[src/rtl/mem_arbiter_if.sv]
// mem_arbiter_if
//   Bundles the cache-side and memory-side handshake signals of mem_arbiter.
//   slave  : view taken by the arbiter (takes cache requests and memory
//            responses, drives readies, fill data and the memory request).
//   master : view taken by the environment (caches plus main memory).
// Signals
//   ic_req/ic_addr -> ic_ready/ic_rdata           icache line fills
//   dc_req/dc_we/dc_addr/dc_wdata -> dc_ready/dc_rdata
//                                                 dcache fills and write-backs
//   mem_req/mem_we/mem_addr/mem_wdata -> mem_ack/mem_rdata
//                                                 single main-memory port
//   busy, err                                     arbiter status
interface mem_arbiter_if #(
    parameter int ADDR_W = 32,
    parameter int LINE_W = 128
);
    logic              ic_req;
    logic [ADDR_W-1:0] ic_addr;
    logic              ic_ready;
    logic [LINE_W-1:0] ic_rdata;

    logic              dc_req;
    logic              dc_we;
    logic [ADDR_W-1:0] dc_addr;
    logic [LINE_W-1:0] dc_wdata;
    logic              dc_ready;
    logic [LINE_W-1:0] dc_rdata;

    logic              mem_req;
    logic              mem_we;
    logic [ADDR_W-1:0] mem_addr;
    logic [LINE_W-1:0] mem_wdata;
    logic              mem_ack;
    logic [LINE_W-1:0] mem_rdata;

    logic              busy;
    logic              err;

    modport slave (
        input  ic_req, ic_addr, dc_req, dc_we, dc_addr, dc_wdata,
               mem_ack, mem_rdata,
        output ic_ready, ic_rdata, dc_ready, dc_rdata,
               mem_req, mem_we, mem_addr, mem_wdata, busy, err
    );

    modport master (
        output ic_req, ic_addr, dc_req, dc_we, dc_addr, dc_wdata,
               mem_ack, mem_rdata,
        input  ic_ready, ic_rdata, dc_ready, dc_rdata,
               mem_req, mem_we, mem_addr, mem_wdata, busy, err
    );
endinterface

[src/rtl/mem_arbiter.sv]
// mem_arbiter
//   Arbitrates icache line fills and dcache fills/write-backs onto the single
//   main-memory port, one transaction in flight. A watchdog aborts a
//   transaction that memory never acknowledges and raises a sticky err.
// Ports
//   clk  : clock, all state changes on the rising edge
//   rst  : synchronous, active-low reset
//   bus  : mem_arbiter_if.slave (cache requests/responses, memory port,
//          busy and err status)
// Parameters
//   ADDR_W  : byte-address width
//   LINE_W  : cache line width in bits
//   TIMEOUT : WAIT cycles allowed before the watchdog aborts (1..65535)
// Build option
//   MEM_ARBITER_ROUND_ROBIN_EN : when defined, simultaneous requests are
//   granted alternately; otherwise the dcache always wins a tie.
module mem_arbiter #(
    parameter int ADDR_W  = 32,
    parameter int LINE_W  = 128,
    parameter int TIMEOUT = 255
) (
    input logic          clk,
    input logic          rst,
    mem_arbiter_if.slave bus
);
    localparam int OFF_W = $clog2(LINE_W / 8);
    localparam logic [ADDR_W-1:0] ALIGN_MASK = ~((ADDR_W)'((1 << OFF_W) - 1));
    // Counter value during the TIMEOUT-th WAIT cycle.
    localparam logic [15:0] LAST_WAIT = 16'(TIMEOUT - 1);

    localparam logic [1:0] IDLE = 2'd0;
    localparam logic [1:0] WAIT = 2'd1;
    localparam logic [1:0] RESP = 2'd2;

    logic [1:0]        state;
    logic [15:0]       waitCnt;
    logic              srcDc;     // owner of the transaction in flight
    logic              reqWe;
    logic [ADDR_W-1:0] reqAddr;
    logic [LINE_W-1:0] reqWdata;
    logic [LINE_W-1:0] icRdata;
    logic [LINE_W-1:0] dcRdata;
    logic              errFlag;
    logic              anyReq;
    logic              grantDc;

    function automatic logic [ADDR_W-1:0] alignAddr(input logic [ADDR_W-1:0] a);
        return a & ALIGN_MASK;
    endfunction

    assign anyReq = bus.ic_req | bus.dc_req;

`ifdef MEM_ARBITER_ROUND_ROBIN_EN
    // Pointer names the side that wins the next tie; flips on every grant.
    logic favourDc;

    always_comb begin
        if (bus.ic_req && bus.dc_req) grantDc = favourDc;
        else                          grantDc = bus.dc_req;
    end

    always_ff @(posedge clk) begin
        if (!rst)                         favourDc <= 1'b1;
        else if (state == IDLE && anyReq) favourDc <= ~grantDc;
    end
`else
    // dcache holds the older instruction, so it wins every tie.
    assign grantDc = bus.dc_req;
`endif

    always_ff @(posedge clk) begin
        if (!rst) begin
            state    <= IDLE;
            waitCnt  <= '0;
            srcDc    <= 1'b0;
            reqWe    <= 1'b0;
            reqAddr  <= '0;
            reqWdata <= '0;
            icRdata  <= '0;
            dcRdata  <= '0;
            errFlag  <= 1'b0;
        end else begin
            case (state)
                IDLE: begin
                    waitCnt <= '0;
                    if (anyReq) begin
                        state    <= WAIT;
                        srcDc    <= grantDc;
                        reqWe    <= grantDc & bus.dc_we;
                        reqAddr  <= alignAddr(grantDc ? bus.dc_addr : bus.ic_addr);
                        reqWdata <= grantDc ? bus.dc_wdata : '0;
                    end
                end
                WAIT: begin
                    // An ack in the final watchdog cycle still counts as success.
                    if (bus.mem_ack) begin
                        if (!reqWe) begin
                            if (srcDc) dcRdata <= bus.mem_rdata;
                            else       icRdata <= bus.mem_rdata;
                        end
                        state <= RESP;
                    end else if (waitCnt == LAST_WAIT) begin
                        errFlag <= 1'b1;
                        if (srcDc) dcRdata <= '0;
                        else       icRdata <= '0;
                        state <= RESP;
                    end else begin
                        waitCnt <= waitCnt + 16'd1;
                    end
                end
                RESP: begin
                    waitCnt <= '0;
                    state   <= IDLE;
                end
                default: begin
                    waitCnt <= '0;
                    state   <= IDLE;
                end
            endcase
        end
    end

    assign bus.mem_req   = (state == WAIT);
    assign bus.mem_we    = reqWe;
    assign bus.mem_addr  = reqAddr;
    assign bus.mem_wdata = reqWdata;
    assign bus.ic_ready  = (state == RESP) && !srcDc;
    assign bus.dc_ready  = (state == RESP) && srcDc;
    assign bus.ic_rdata  = icRdata;
    assign bus.dc_rdata  = dcRdata;
    assign bus.busy      = (state != IDLE);
    assign bus.err       = errFlag;
endmodule

[src/flat_wrapper.sv]
// flat-port wrapper written by rule: the top's interface ports become plain ports
module mem_arbiter_flat 
#(
    parameter int ADDR_W  = 32,
    parameter int LINE_W  = 128,
    parameter int TIMEOUT = 255
)
  (clk, rst, bus_ic_req, bus_ic_addr, bus_dc_req, bus_dc_we, bus_dc_addr, bus_dc_wdata, bus_mem_ack, bus_mem_rdata, bus_ic_ready, bus_ic_rdata, bus_dc_ready, bus_dc_rdata, bus_mem_req, bus_mem_we, bus_mem_addr, bus_mem_wdata, bus_busy, bus_err);
  mem_arbiter_if #(.ADDR_W(ADDR_W), .LINE_W(LINE_W)) bus_i ();
  input logic clk;
  input logic rst;
  input wire logic [$bits(bus_i.ic_req)-1:0] bus_ic_req;
  input wire logic [$bits(bus_i.ic_addr)-1:0] bus_ic_addr;
  input wire logic [$bits(bus_i.dc_req)-1:0] bus_dc_req;
  input wire logic [$bits(bus_i.dc_we)-1:0] bus_dc_we;
  input wire logic [$bits(bus_i.dc_addr)-1:0] bus_dc_addr;
  input wire logic [$bits(bus_i.dc_wdata)-1:0] bus_dc_wdata;
  input wire logic [$bits(bus_i.mem_ack)-1:0] bus_mem_ack;
  input wire logic [$bits(bus_i.mem_rdata)-1:0] bus_mem_rdata;
  output wire logic [$bits(bus_i.ic_ready)-1:0] bus_ic_ready;
  output wire logic [$bits(bus_i.ic_rdata)-1:0] bus_ic_rdata;
  output wire logic [$bits(bus_i.dc_ready)-1:0] bus_dc_ready;
  output wire logic [$bits(bus_i.dc_rdata)-1:0] bus_dc_rdata;
  output wire logic [$bits(bus_i.mem_req)-1:0] bus_mem_req;
  output wire logic [$bits(bus_i.mem_we)-1:0] bus_mem_we;
  output wire logic [$bits(bus_i.mem_addr)-1:0] bus_mem_addr;
  output wire logic [$bits(bus_i.mem_wdata)-1:0] bus_mem_wdata;
  output wire logic [$bits(bus_i.busy)-1:0] bus_busy;
  output wire logic [$bits(bus_i.err)-1:0] bus_err;
  assign bus_i.ic_req = bus_ic_req;
  assign bus_i.ic_addr = bus_ic_addr;
  assign bus_i.dc_req = bus_dc_req;
  assign bus_i.dc_we = bus_dc_we;
  assign bus_i.dc_addr = bus_dc_addr;
  assign bus_i.dc_wdata = bus_dc_wdata;
  assign bus_i.mem_ack = bus_mem_ack;
  assign bus_i.mem_rdata = bus_mem_rdata;
  assign bus_ic_ready = bus_i.ic_ready;
  assign bus_ic_rdata = bus_i.ic_rdata;
  assign bus_dc_ready = bus_i.dc_ready;
  assign bus_dc_rdata = bus_i.dc_rdata;
  assign bus_mem_req = bus_i.mem_req;
  assign bus_mem_we = bus_i.mem_we;
  assign bus_mem_addr = bus_i.mem_addr;
  assign bus_mem_wdata = bus_i.mem_wdata;
  assign bus_busy = bus_i.busy;
  assign bus_err = bus_i.err;
  mem_arbiter #(.ADDR_W(ADDR_W), .LINE_W(LINE_W), .TIMEOUT(TIMEOUT)) u_core (.clk(clk), .rst(rst), .bus(bus_i));
endmodule
[config.mk]
export PLATFORM = sky130hd
export DESIGN_NAME = mem_arbiter_flat
export DESIGN_NICKNAME = d
export VERILOG_FILES = /design/src/rtl/mem_arbiter_if.sv /design/src/rtl/mem_arbiter.sv /design/src/flat_wrapper.sv
export SDC_FILE = /design/constraint.sdc
export NUM_CORES = 1
export LEC_CHECK = 0
export BUFFER_PORTS_ARGS = -buffer_cell sky130_fd_sc_hd__buf_2
export CORE_AREA = 10 10 286 288
export DETAILED_ROUTE_END_ITERATION = 12
export DIE_AREA = 0 0 296 298
export MAX_ROUTING_LAYER = met4
export PLACE_DENSITY = 0.42
export SETUP_SLACK_MARGIN = 0.3
export SYNTH_ARGS = -nofsm -noshare
export SYNTH_HDL_FRONTEND = slang
export SYNTH_SLANG_ARGS = --single-unit
[constraint.sdc]
create_clock -name clk -period 2.8 [get_ports clk]
set_clock_uncertainty 0.1 [all_clocks]
set_input_delay 0.56 -clock clk [delete_from_list [all_inputs] [get_ports clk]]
set_output_delay 0.56 -clock clk [all_outputs]
set_load 0.03 [all_outputs]
Yosys cells after proc, flatten, opt, wreduce, memory -nomap -nowiden
Cells that the tools add are included.
Widths: inputs -> output; s select.
{ "totals": {"ff_bits": 433, "in_bits": 326, "word_cells": 50} }
{ "classes": {"n_addsub": 1, "eq_ne": 6, "n_mux": 16, "bitwise": 5, "n_reduce_logical": 13} }
{ "ops": {"columns": ["op", "n"], "rows": [
  ["$mux 128", 11],
  ["$mux 32", 1],
  ["$add 16x1->16 const B", 1],
  ["$eq 16x8->1 const B", 1],
  ["$reduce_and 2->1", 4],
  ["$reduce_and 4->1", 2],
  ["$mux 2", 3],
  ["$pmux 2 s2", 1],
  ["$reduce_bool 2->1", 2],
  ["$ne 3x2->1 const B", 1],
  ["$not 1->1", 3],
  ["$reduce_and 3->1", 1],
  ["$eq 2x1->1 const B", 1],
  ["$eq 2x2->1 const B", 1],
  ["$logic_and 1x1->1", 2],
  ["$logic_not 2->1", 1],
  ["$ne 2x1->1 const B", 1],
  ["$ne 2x2->1 const B", 1],
  ["$and 1x1->1", 1],
  ["$logic_not 1->1", 1],
  ["$or 1x1->1", 1]
]} }

Logic depth before layout (Yosys ltp)
Gate-level depths: netlist (run 1).
{ "depth": {"word_depth": 4, "ltp_mapped": 8, "ltp_nobuf": 6} }

Worst setup path before layout (run 1)
OpenSTA, ideal clock, no wires.
{ "synth_path": {"path_kind": "register to register", "from": "register u_core.state[0]", "to": "register u_core.dcRdata[107] (netlist: u_core.bus.dc_rdata[107])", "arrival_ns": 1.983, "setup_slack_ns": 0.657, "stages_incl_launch_ff": 7, "n_path_buf": 2, "period_less_slack_ns": 2.143, "cell_sequence": "dfxtp_1 > nor2b_1 > nor3b_1 > and3_1 > buf_2 > clkbuf_1 > a32o_1"} }
{ "synth_between": {"elab_chain_len": 2} }
{ "synth_lines": {"columns": ["item", "line_no", "rtl"], "rows": [
  ["start: declaration", "mem_arbiter.sv:35", "logic [1:0] state;"],
  ["start signal: assignment", "mem_arbiter.sv:73", "state <= IDLE;"],
  ["start signal: assignment", "mem_arbiter.sv:87", "state <= WAIT;"],
  ["start signal: assignment", "mem_arbiter.sv:101", "state <= RESP;"],
  ["$eq 2x1->1", null, null],
  ["via bus_mem_req", "flat_wrapper.sv:24", "output wire logic [$bits(bus_i.mem_req)-1:0] bus_mem_req;"],
  ["$reduce_and 4->1 (no line)", null, null],
  ["end signal: assignment", "mem_arbiter.sv:98", "if (srcDc) dcRdata <= bus.mem_rdata;"],
  ["end: declaration", "mem_arbiter.sv:42", "logic [LINE_W-1:0] dcRdata;"]
]} }
The timed path passes the listed nets, and every way through them passes these cells.
A chain may end at the register's enable or synchronous reset.

Worst setup path after layout (run 1)
{ "layout_path": {"from": "register u_core.state[0]", "to": "register u_core.dcRdata[18] (netlist: u_core.bus.dc_rdata[18])"} }
{ "layout_between": {"elab_chain_len": 2} }
{ "layout_lines": {"columns": ["item", "line_no", "rtl"], "rows": [
  ["$eq 2x1->1", "mem_arbiter.sv:83", "case (state)"],
  ["$reduce_and 4->1 (no line)", null, null]
]} }
No other way between the ends.

==> flow_summary.json, run 1 <==
{
  "start_kind": "flop",
  "multiInputGateArea_um2": 5750,
  "io_buffers": 735,
  "setup_tns_ns": 0,
  "fin_crit_sh_pct": 85.0,
  "ys_warn_count": 0,
  "rows": 101,
  "clockBufferDepth": 3,
  "dp_hpwl_um": 49700,
  "power_density_nw_per_um2": 713,
  "first_pass_iters": 5,
  "leakage_nw": 9.84,
  "start_util_pct": 20.0,
  "cp_num_buf_inv": 2,
  "via_per_inst": 4.60,
  "overflow": 0,
  "cts_made_buffers": 51,
  "ys_types": 41,
  "cts_tree": "done",
  "post_drt_wl_per_cell_um": 22.3,
  "cp_slowest_cell": "or4bb_1",
  "postCtsHoldBufs": 0,
  "root_buffer": "clkbuf_16",
  "die_h_um": 298,
  "status": "finished clean",
  "syn2layout_area_growth_pct": 43.6,
  "grt_max_degree": 162,
  "finalPower_mw": 15.5,
  "fin_crit_ns": 2.38,
  "synth_common_cells": "433 x dfxtp_1, 256 x a32o_1, 131 x nor2b_1, 129 x a22oi_1, 99 x clkbuf_1",
  "die-area_um2": 88200,
  "fmax_ghz": 0.420,
  "placed_area_um2": 19900,
  "cap_violations": 0,
  "yosys.area.top_type": "dfxtp_1",
  "netlist_top_cells_area": "dfxtp_1 57%, a32o_1 17%, a22oi_1 6.4%",
  "worstMarginPinSlew_ns": 0.732,
  "antenna_found_initial": 10,
  "coreArea_um2": 75700,
  "ys_ff_latch": 433,
  "clk_latency_ns": 0.59,
  "ant_nets": 0,
  "final_area_um2": 21700,
  "grt_pass1_wl_um": 95500,
  "critPathMaxStageDelay_ns": 0.52,
  "netlist_instances": 1286,
  "drt_iter0_drc": 839,
  "dieWidth_um": 296,
  "syn_avg_cell_area_um2": 11.7,
  "grt_setup_unrepaired": "yes",
  "relSlewSlack_pct": 51.2,
  "finalSetupViolations": 0,
  "clk_pin_slew_ns": 0.06,
  "cp_top_family": "compound AO/OA/AOI/OAI gates",
  "ir_worst_vdd_mv": 0.438,
  "whs_ns": 0.124,
  "drt-total-wl_um": 67100,
  "clock-sinks": 433,
  "seqCellArea_um2": 8670,
  "synth_top_area_share_pct": 57.4,
  "netlist_area_um2": 15100,
  "crit_type": "flop to flop",
  "cp_max_fo": 42,
  "slew_viol_final": 0,
  "yosysMostFrequentCell": "dfxtp_1",
  "io_pins": 748,
  "yosysSeqAreaShare_pct": 57.4,
  "fill_cells": 7998,
  "ys.flop_type": "dfxtp_1",
  "endpoint_kind": "flop",
  "drc": 0,
  "hp-class": "input pin to flop",
  "postLayoutCoreUtil_pct": 28.7,
  "htreeDepth": 2,
  "async_flop_share_pct": 0,
  "vias": 13800,
  "synth_edf_count": 0,
  "nNetsFinal": 2306,
  "place_congestion": 0.857,
  "cp_cell_sequence": "or4bb_1, o21ai_1, a41oi_4, buf_4, buf_12, a32o_1",
  "hold_violations": 0,
  "drive_gt1_share_pct": 43.5,
  "grt_use_total_pct": 14.6,
  "crit_arrival_ns": 2.76,
  "required_ns": 3.18,
  "grt_pass1_vias": 14100
}
## flip-flops by register name (all words and copies together) (netlist names)
register and count:
u_core.bus.mem_addr 28, u_core.bus.dc_rdata 128, u_core.bus.mem_we 1, u_core.bus.err 1
u_core.srcDc 1, u_core.bus.ic_rdata 128, u_core.bus.mem_wdata 128, u_core.state 2
u_core.waitCnt 16
## timing repair
item                       CTS  global route
setup endpoints to repair  246           218
pin swaps                    3             2
buffers inserted             8             1
gates cloned                 1             0
gates resized for setup      3             2
## power breakdown
part / switching (mW) / leakage (nW) / internal [mW] / total (mW)
combinational: 1.42 / 5.48 / 0.721 / 2.14
clock: 2.76 / 0.842 / 4.00 / 6.77
sequential: 0.133 / 3.52 / 6.41 / 6.55
total: 4.32 / 9.84 / 11.1 / 15.5
## stage by stage
| step | instances | setup slack [ns] |
|---|---|---|
| floorplan | 1289 | 0.657 |
| global placement | 2893 | 0.0496 |
| detailed placement | 2893 | 0.0360 |
| CTS | 2995 | 0.303 |
| global route | 3004 | 0.289 |
| finish | 3007 | 0.419 |
## cells by family after synthesis
| kind of cell | share of synthesized area, % |
|---|---|
| AO/OA/AOI/OAI | 26.4 |
| flip-flops | 57.4 |
| AND/OR/NAND/NOR | 8.66 |
| buffers and inverters | 5.19 |
| multiplexers | 1.86 |
| XOR/XNOR | 0.290 |
| adder cells (fa/ha/maj) | 0.166 |
| other | 0.0248 |
## tightest hold or removal path, cell delays in order
cell and delay (ns):
buf_2 0.07, a22oi_1 0.05, nor2b_1 0.10
## metal layers
metal | vias to the layer above | global-route usage, % | wire [um]
met5 | - | - | 0
met4 | 0 | 5.07 | 1860
met3 | 103 | 4.49 | 6020
met2 | 573 | 25.2 | 33900
met1 | 6739 | 15.6 | 25300
li1 | 6406 | - | -
## layout by cell type, fill, tap and decap left out, types with 6 or more instances in the layout
cell	n
nor2_1	9
nand2_1	35
or3_1	7
clkbuf_16	51
o211a_1	28
dfxtp_1	432
nor2b_1	131
clkbuf_1	12
mux2i_1	28
clkbuf_8	10
clkinv_2	10
a21oi_1	12
o21ai_1	6
buf_4	31
diode_2	11
inv_1	6
a32o_1	256
a22oi_1	129
buf_12	19
buf_2	732
## final cells by class
cell class / count / area share (%)
clock inverters: 20 / 1.08
inverters: 6 / 0.104
well taps: 978 / 5.64
repair buffers: 784 / 19.8
flip-flops and latches: 433 / 40.0
multi-input cells: 702 / 26.5
diodes: 11 / 0.127
clock buffers: 73 / 6.73
## final timing paths
| path | start | endpoint | slack (ns) | depth (start not counted) |
|---|---|---|---|---|
| worst min register to register | u_core.bus.dc_rdata[52]$_SDFFE_PN0P_ | u_core.bus.dc_rdata[52]$_SDFFE_PN0P_ | 0.36 | 1 |
| worst max register to register | u_core.state[0]$_SDFFE_PN0P_ | u_core.bus.dc_rdata[18]$_SDFFE_PN0P_ | 0.42 | 6 |
| worst max-delay path | u_core.state[0]$_SDFFE_PN0P_ | u_core.bus.dc_rdata[18]$_SDFFE_PN0P_ | 0.42 | 6 |
| worst min-delay path | bus_dc_wdata[83] | u_core.bus.mem_wdata[83]$_SDFFE_PN0P_ | 0.12 | 3 |
Power figures use the tool's default switching activity.
==> run 2: changes to the inputs <==
ABC_AREA = 1   (was not set)
CORE_AREA = 10 10 285 287   (was 10 10 286 288)
DIE_AREA = 0 0 295 297   (was 0 0 296 298)
PLACE_DENSITY = 0.48   (was 0.42)
==> run 2 against run 1 <==
Net effect:
- power grew 10%
- die area decreased by 0.67%
- register-to-register slack gained 0.15 ns
- final cell count grew 54%
- clock-buffer cell count is 1 lower
- synthesized cell count is 130% higher
- non-clock buffer count is the same
- global-route usage is 4.4 points higher
- sequential power up 3.4%
- critical path type is now flop to output port
- highest routed layer unchanged
==> flow_summary.json, run 2 <==
{
  "status": "finished clean",
  "rr_worst_depth": 10,
  "grt_pass1_vias": 19000,
  "drt_iter0_drc": 1008,
  "grt_setup_unrepaired": "no",
  "syn2layout_area_growth_pct": 33.8,
  "ir_worst_vdd_mv": 0.496,
  "cts_made_buffers": 52,
  "dieWidth_um": 295,
  "coreArea_um2": 75400,
  "fmax_ghz": 0.427,
  "leakage_nw": 13.9,
  "netlist_instances": 2956,
  "relSlewSlack_pct": 43.8,
  "drive_gt1_share_pct": 24.3,
  "async_flop_share_pct": 0,
  "setup_tns_ns": 0,
  "via_per_inst": 4.28,
  "cts_tree": "done",
  "worstHoldStart": "bus_dc_wdata[90]",
  "crit_arrival_ns": 1.68,
  "hold_violations": 0,
  "netlist_top_cells_area": "dfxtp_1 45%, nand2_1 16%, inv_1 10%",
  "slew_viol_final": 0,
  "setup.worst_path.start": "u_core.state[0]$_SDFFE_PN0P_",
  "synth_edf_count": 0,
  "drt-total-wl_um": 84800,
  "cap_violations": 0,
  "place_congestion": 0.822,
  "finalPower_mw": 17.1,
  "ant_nets": 0,
  "postCtsSetupBuffers": 1,
  "final_common_cell": "nand2_1",
  "hp-class": "input pin to flop",
  "ys.flop_type": "dfxtp_1",
  "start_kind": "flop",
  "root_buffer": "clkbuf_16",
  "start_util_pct": 25.4,
  "ys_warn_count": 0,
  "yosysSeqAreaShare_pct": 45.2,
  "io_buffers": 735,
  "final_cell_mix": "831 x nand2_1, 732 x buf_2, 514 x inv_1, 433 x dfxtp_1, 407 x nor2_1",
  "whs_ns": 0.129,
  "die_h_um": 297,
  "fin_crit_sh_pct": 83.6,
  "netlist_area_um2": 19200,
  "clk_pin_slew_ns": 0.06,
  "worstMarginPinSlew_ns": 0.844,
  "ys_ff_latch": 433,
  "dp_hpwl_um": 61600,
  "synth_common_cells": "833 x nand2_1, 514 x inv_1, 433 x dfxtp_1, 408 x nor2_1, 196 x a21oi_1",
  "vias": 19800,
  "fin_crit_ns": 2.34,
  "yosysMostFrequentCell": "nand2_1",
  "post_drt_wl_per_cell_um": 18.3,
  "grt_max_degree": 132,
  "ys_types": 25,
  "clk_latency_ns": 0.60,
  "yosys.area.top_type": "dfxtp_1",
  "die-area_um2": 87600,
  "clock-sinks": 433,
  "grt_pass1_wl_um": 124000,
  "htreeDepth": 2,
  "nNetsFinal": 3913,
  "cp_max_fo": 22,
  "grt_use_total_pct": 19.0,
  "syn_avg_cell_area_um2": 6.49,
  "finalSetupViolations": 0,
  "power_density_nw_per_um2": 664,
  "postCtsHoldBufs": 0,
  "clockBufferDepth": 3,
  "endpoint_kind": "output port",
  "min_path_cells": 3,
  "io_pins": 748,
  "overflow": 0,
  "crit_type": "flop to output port",
  "postLayoutCoreUtil_pct": 34.0,
  "first_pass_iters": 5,
  "cts_resized": 0,
  "worstReg2RegStart": "u_core.waitCnt[0]$_SDFFE_PN0P_",
  "antenna_found_initial": 23,
  "drc": 0,
  "required_ns": 2.14,
  "fill_cells": 8459,
  "synth_top_area_share_pct": 45.2,
  "rows": 101
}
==> run 2: cell families (layout without fill, tap and decap cells) <==
family	count (synthesis)	count (layout)	share of synthesized area, %
AOI/OAI and AO/OA	233	233	6.11
xor gates and xnor gates	6	6	0.274
adders and majority gates	2	2	0.130
buffers and inverters	733	1397	14.9
DFF	433	433	45.2
other	1	26	0.0195
and+or+nand+nor	1548	1548	33.4
==> run 2: cell type report <==
class	count	area (um2)	area share, %
Antenna cell	22	55.1	0.214
Sequential cell	433	8670	33.7
Timing Repair Buffer	784	4340	16.9
Clock inverter	20	233	0.906
Clock buffer	72	1470	5.71
Inverter	521	1960	7.62
Tap cell	978	1220	4.76
Multi-Input combinational cell	1793	7740	30.1
==> run 2: final timing paths <==
| check | slack (ns) | end |
|---|---|---|
| max | 0.46 | bus_mem_req |
| max reg2reg | 0.57 | u_core.bus.ic_rdata[19]$_SDFFE_PN0P_ |
| min reg2reg | 0.36 | u_core.bus.mem_wdata[93]$_SDFFE_PN0P_ |
| min | 0.13 | u_core.bus.mem_wdata[90]$_SDFFE_PN0P_ |
==> run 2: worst max-delay path, stage by stage (launching register included) <==
cell and delay (ns):
dfxtp_1 0.43, inv_2 0.07, nor2_4 0.14, buf_12 0.20, buf_2 0.24
==> run 2: stage by stage <==
stage,setup slack [ns],std cells,area (um2)
finish,0.458,4623,25700
global placement,0.483,4507,23900
global route,0.329,4622,25700
detailed placement,0.479,4507,23900
floorplan,0.910,2959,19200
CTS,0.356,4601,25600
==> run 2: layer usage <==
metal | vias to the layer above | global-route usage [%] | part of all wire [%]
met3 | 101 | 6.33 | 8.8
met4 | 0 | 4.92 | 2.3
li1 | 10200 | - | -
met5 | - | - | 0
met2 | 621 | 32.2 | 49
met1 | 8795 | 21.0 | 40
==> run 2: where the power goes <==
group          switching, mW  internal, mW
sequential             0.211          6.56
clock                   2.84          4.02
combinational           2.43         0.989
==> run 3: changes to the inputs <==
CORE_AREA = 10 10 281 283   (was 10 10 285 287)
DIE_AREA = 0 0 291 293   (was 0 0 295 297)
PLACE_DENSITY = 0.51   (was 0.48)
clock period = 2.05 ns   (was 2.8 ns; I/O delays follow)
==> run 3 against run 2 <==
Net effect:
- clock-buffer cell count is 7 higher
- die area is 2.7% lower
- utilization grew 9.5 points
- power grew 46%
- first-iteration DRC count up 33%
- combinational power up 85%
- worst hold slack got worse by 0.10 ns
- sequential power increased by 37%
- global-route usage grew 2.4 points
- routed wire length is 14% higher
- register-to-register slack lost 0.55 ns
- sequential share of layout area down 6.6 points
==> flow_summary.json, run 3 (synthesis results as in run 2) <==
{
  "hold_violations": 0,
  "worstReg2RegStart": "u_core.waitCnt[10]$_SDFFE_PN0P_",
  "critPathMaxStageDelay_ns": 0.32,
  "vias": 22000,
  "rows": 100,
  "drt-total-wl_um": 96900,
  "endpoint": "u_core.bus.ic_rdata[119]$_SDFFE_PN0P_",
  "ir_worst_vdd_mv": 0.581,
  "fin_crit_ns": 2.03,
  "fmax_ghz": 0.493,
  "start_kind": "flop",
  "root_buffer": "clkbuf_16",
  "post_drt_wl_per_cell_um": 19.6,
  "io_buffers": 735,
  "clockBufferDepth": 3,
  "power_density_nw_per_um2": 775,
  "relSlewSlack_pct": 50.3,
  "clk_latency_ns": 0.60,
  "endpoint_kind": "flop",
  "drc": 0,
  "hp-class": "input pin to flop",
  "start_util_pct": 26.1,
  "r2r_slack_ns": 0.02,
  "crit_arrival_ns": 2.46,
  "cts_made_buffers": 52,
  "nNetsFinal": 4242,
  "fill_cells": 7463,
  "worstMarginPinSlew_ns": 0.745,
  "final_cell_mix": "724 x buf_2, 587 x nand2_1, 433 x inv_1, 417 x dfxtp_1, 330 x nor2_1",
  "ant_nets": 0,
  "dp_hpwl_um": 61100,
  "grt_max_degree": 136,
  "cp_slowest_cell": "dfxtp_2",
  "overflow": 0,
  "cp_common_cell": "buf_12",
  "htreeDepth": 2,
  "place_inst": 4528,
  "first_pass_iters": 7,
  "leakage_nw": 16.3,
  "drive_gt1_share_pct": 37.3,
  "drt_iter0_drc": 1345,
  "cts_tree": "done",
  "via_per_inst": 4.46,
  "die_h_um": 293,
  "place_congestion": 0.830,
  "clk_pin_slew_ns": 0.06,
  "status": "finished clean",
  "crit_type": "flop to flop",
  "instances_no_fill": 4931,
  "grt_pass1_wl_um": 137000,
  "cp_max_fo": 6,
  "grt_use_total_pct": 21.3,
  "r2r_end": "u_core.bus.ic_rdata[119]$_SDFFE_PN0P_",
  "dieWidth_um": 291,
  "slew_viol_final": 0,
  "finalSetupViolations": 0,
  "io_pins": 748,
  "setup_tns_ns": 0,
  "grt_pass1_vias": 20900,
  "syn2layout_area_growth_pct": 66.8,
  "path_depth": 15,
  "final_common_cell": "buf_2",
  "setup.worst_path.start": "u_core.waitCnt[10]$_SDFFE_PN0P_",
  "cp_cell_sequence": "nor2_2, nand2_1, nor2_2, nand2_2, nand2_8, buf_6, nand3_4, buf_12, buf_12, buf_6, buf_12, buf_16, nand2_4, nand2_2, nor2_1",
  "clock-sinks": 433,
  "antenna_found_initial": 11,
  "cap_violations": 0,
  "grt_setup_unrepaired": "yes",
  "cp_top_family": "simple AND/OR/NAND/NOR gates",
  "fin_crit_sh_pct": 98.9,
  "cp_num_buf_inv": 6,
  "required_ns": 2.48,
  "die-area_um2": 85300,
  "rr_worst_depth": 15,
  "coreArea_um2": 73600
}
[run 3: changes by cell type in the layout (fill, tap and decap cells not counted), sizes merged, moves of 3 or more]
cell         change
dlygate4sd3    +154
buf            +158
clkbuf          +24
bufinv           -3
diode           -12
[run 3: cell type report]
| type | instances | area, um2 | area share (%) |
|---|---|---|---|
| repair buffers | 1113 | 9270 | 28.9 |
| multi-input cells | 1793 | 9170 | 28.6 |
| flip-flops and latches | 433 | 8700 | 27.2 |
| inverters | 521 | 1970 | 6.15 |
| clock buffers | 79 | 1570 | 4.89 |
| well taps | 969 | 1210 | 3.79 |
| clock inverters | 13 | 111 | 0.348 |
| diodes | 10 | 25.0 | 0.0782 |
[run 3: how the worst min path moves through the flow]
| stage | start | end | slack (ns) | cells after the start |
|---|---|---|---|---|
| floorplan | u_core.waitCnt[15]$_SDFFE_PN0P_ | u_core.waitCnt[15]$_SDFFE_PN0P_ | 0.37 | 2 |
| global placement | u_core.bus.mem_wdata[88]$_SDFFE_PN0P_ | u_core.bus.mem_wdata[88]$_SDFFE_PN0P_ | 0.34 | 2 |
| detailed placement | u_core.bus.mem_wdata[116]$_SDFFE_PN0P_ | u_core.bus.mem_wdata[116]$_SDFFE_PN0P_ | 0.35 | 2 |
| CTS | bus_mem_rdata[23] | u_core.bus.dc_rdata[23]$_SDFFE_PN0P_ | 0.0006 | 5 |
| global route | bus_dc_wdata[122] | u_core.bus.mem_wdata[122]$_SDFFE_PN0P_ | 0.03 | 3 |
| finish | bus_mem_rdata[55] | u_core.bus.dc_rdata[55]$_SDFFE_PN0P_ | 0.03 | 5 |
[run 3: what timing repair did]
item,4_1_cts,5_1_grt
endpoints found under the setup margin,299,305
hold buffers,154,0
pin swaps,72,187
endpoints found under the hold margin,161,0
setup buffers,64,16
gates cloned,47,20
gates resized for setup,215,486
[run 3: layer usage]
metal  up-vias  GRT usage (%)  routed length [um]
li1      10900              -                   -
met5         -              -                   0
met3       169           5.03                6750
met4         0           7.41                3640
met2       869           35.7               47500
met1     10000           24.7               39000
[run 3: stage by stage]
stage	util, %	total power [mW]	hold slack (ns)	setup slack, ns	area [um2]
global placement	33.0	14.2	0.345	0.0315	24200
global route	43.5	25.9	0.0313	-0.102	32000
detailed placement	33.0	14.2	0.348	0.0286	24200
floorplan	-	12.3	0.367	0.310	19200
finish	43.5	24.8	0.0257	0.0233	32000
CTS	40.8	24.6	0.000621	0.0602	30000
[run 3: power by group]
part	internal (mW)	switching, mW
Sequential	8.96	0.298
Combinational	2.40	3.94
Clock	5.36	3.87
Total	16.7	8.10
[run 3: worst register-to-register path, stage by stage (launching register included)]
cell and delay (ns):
dfxtp_2 0.32, nor2_2 0.10, nand2_1 0.07, nor2_2 0.15, nand2_2 0.11, nand2_8 0.09
buf_6 0.11, nand3_4 0.07, buf_12 0.15, buf_12 0.12, buf_6 0.11, buf_12 0.12
buf_16 0.14, nand2_4 0.05, nand2_2 0.03, nor2_1 0.09
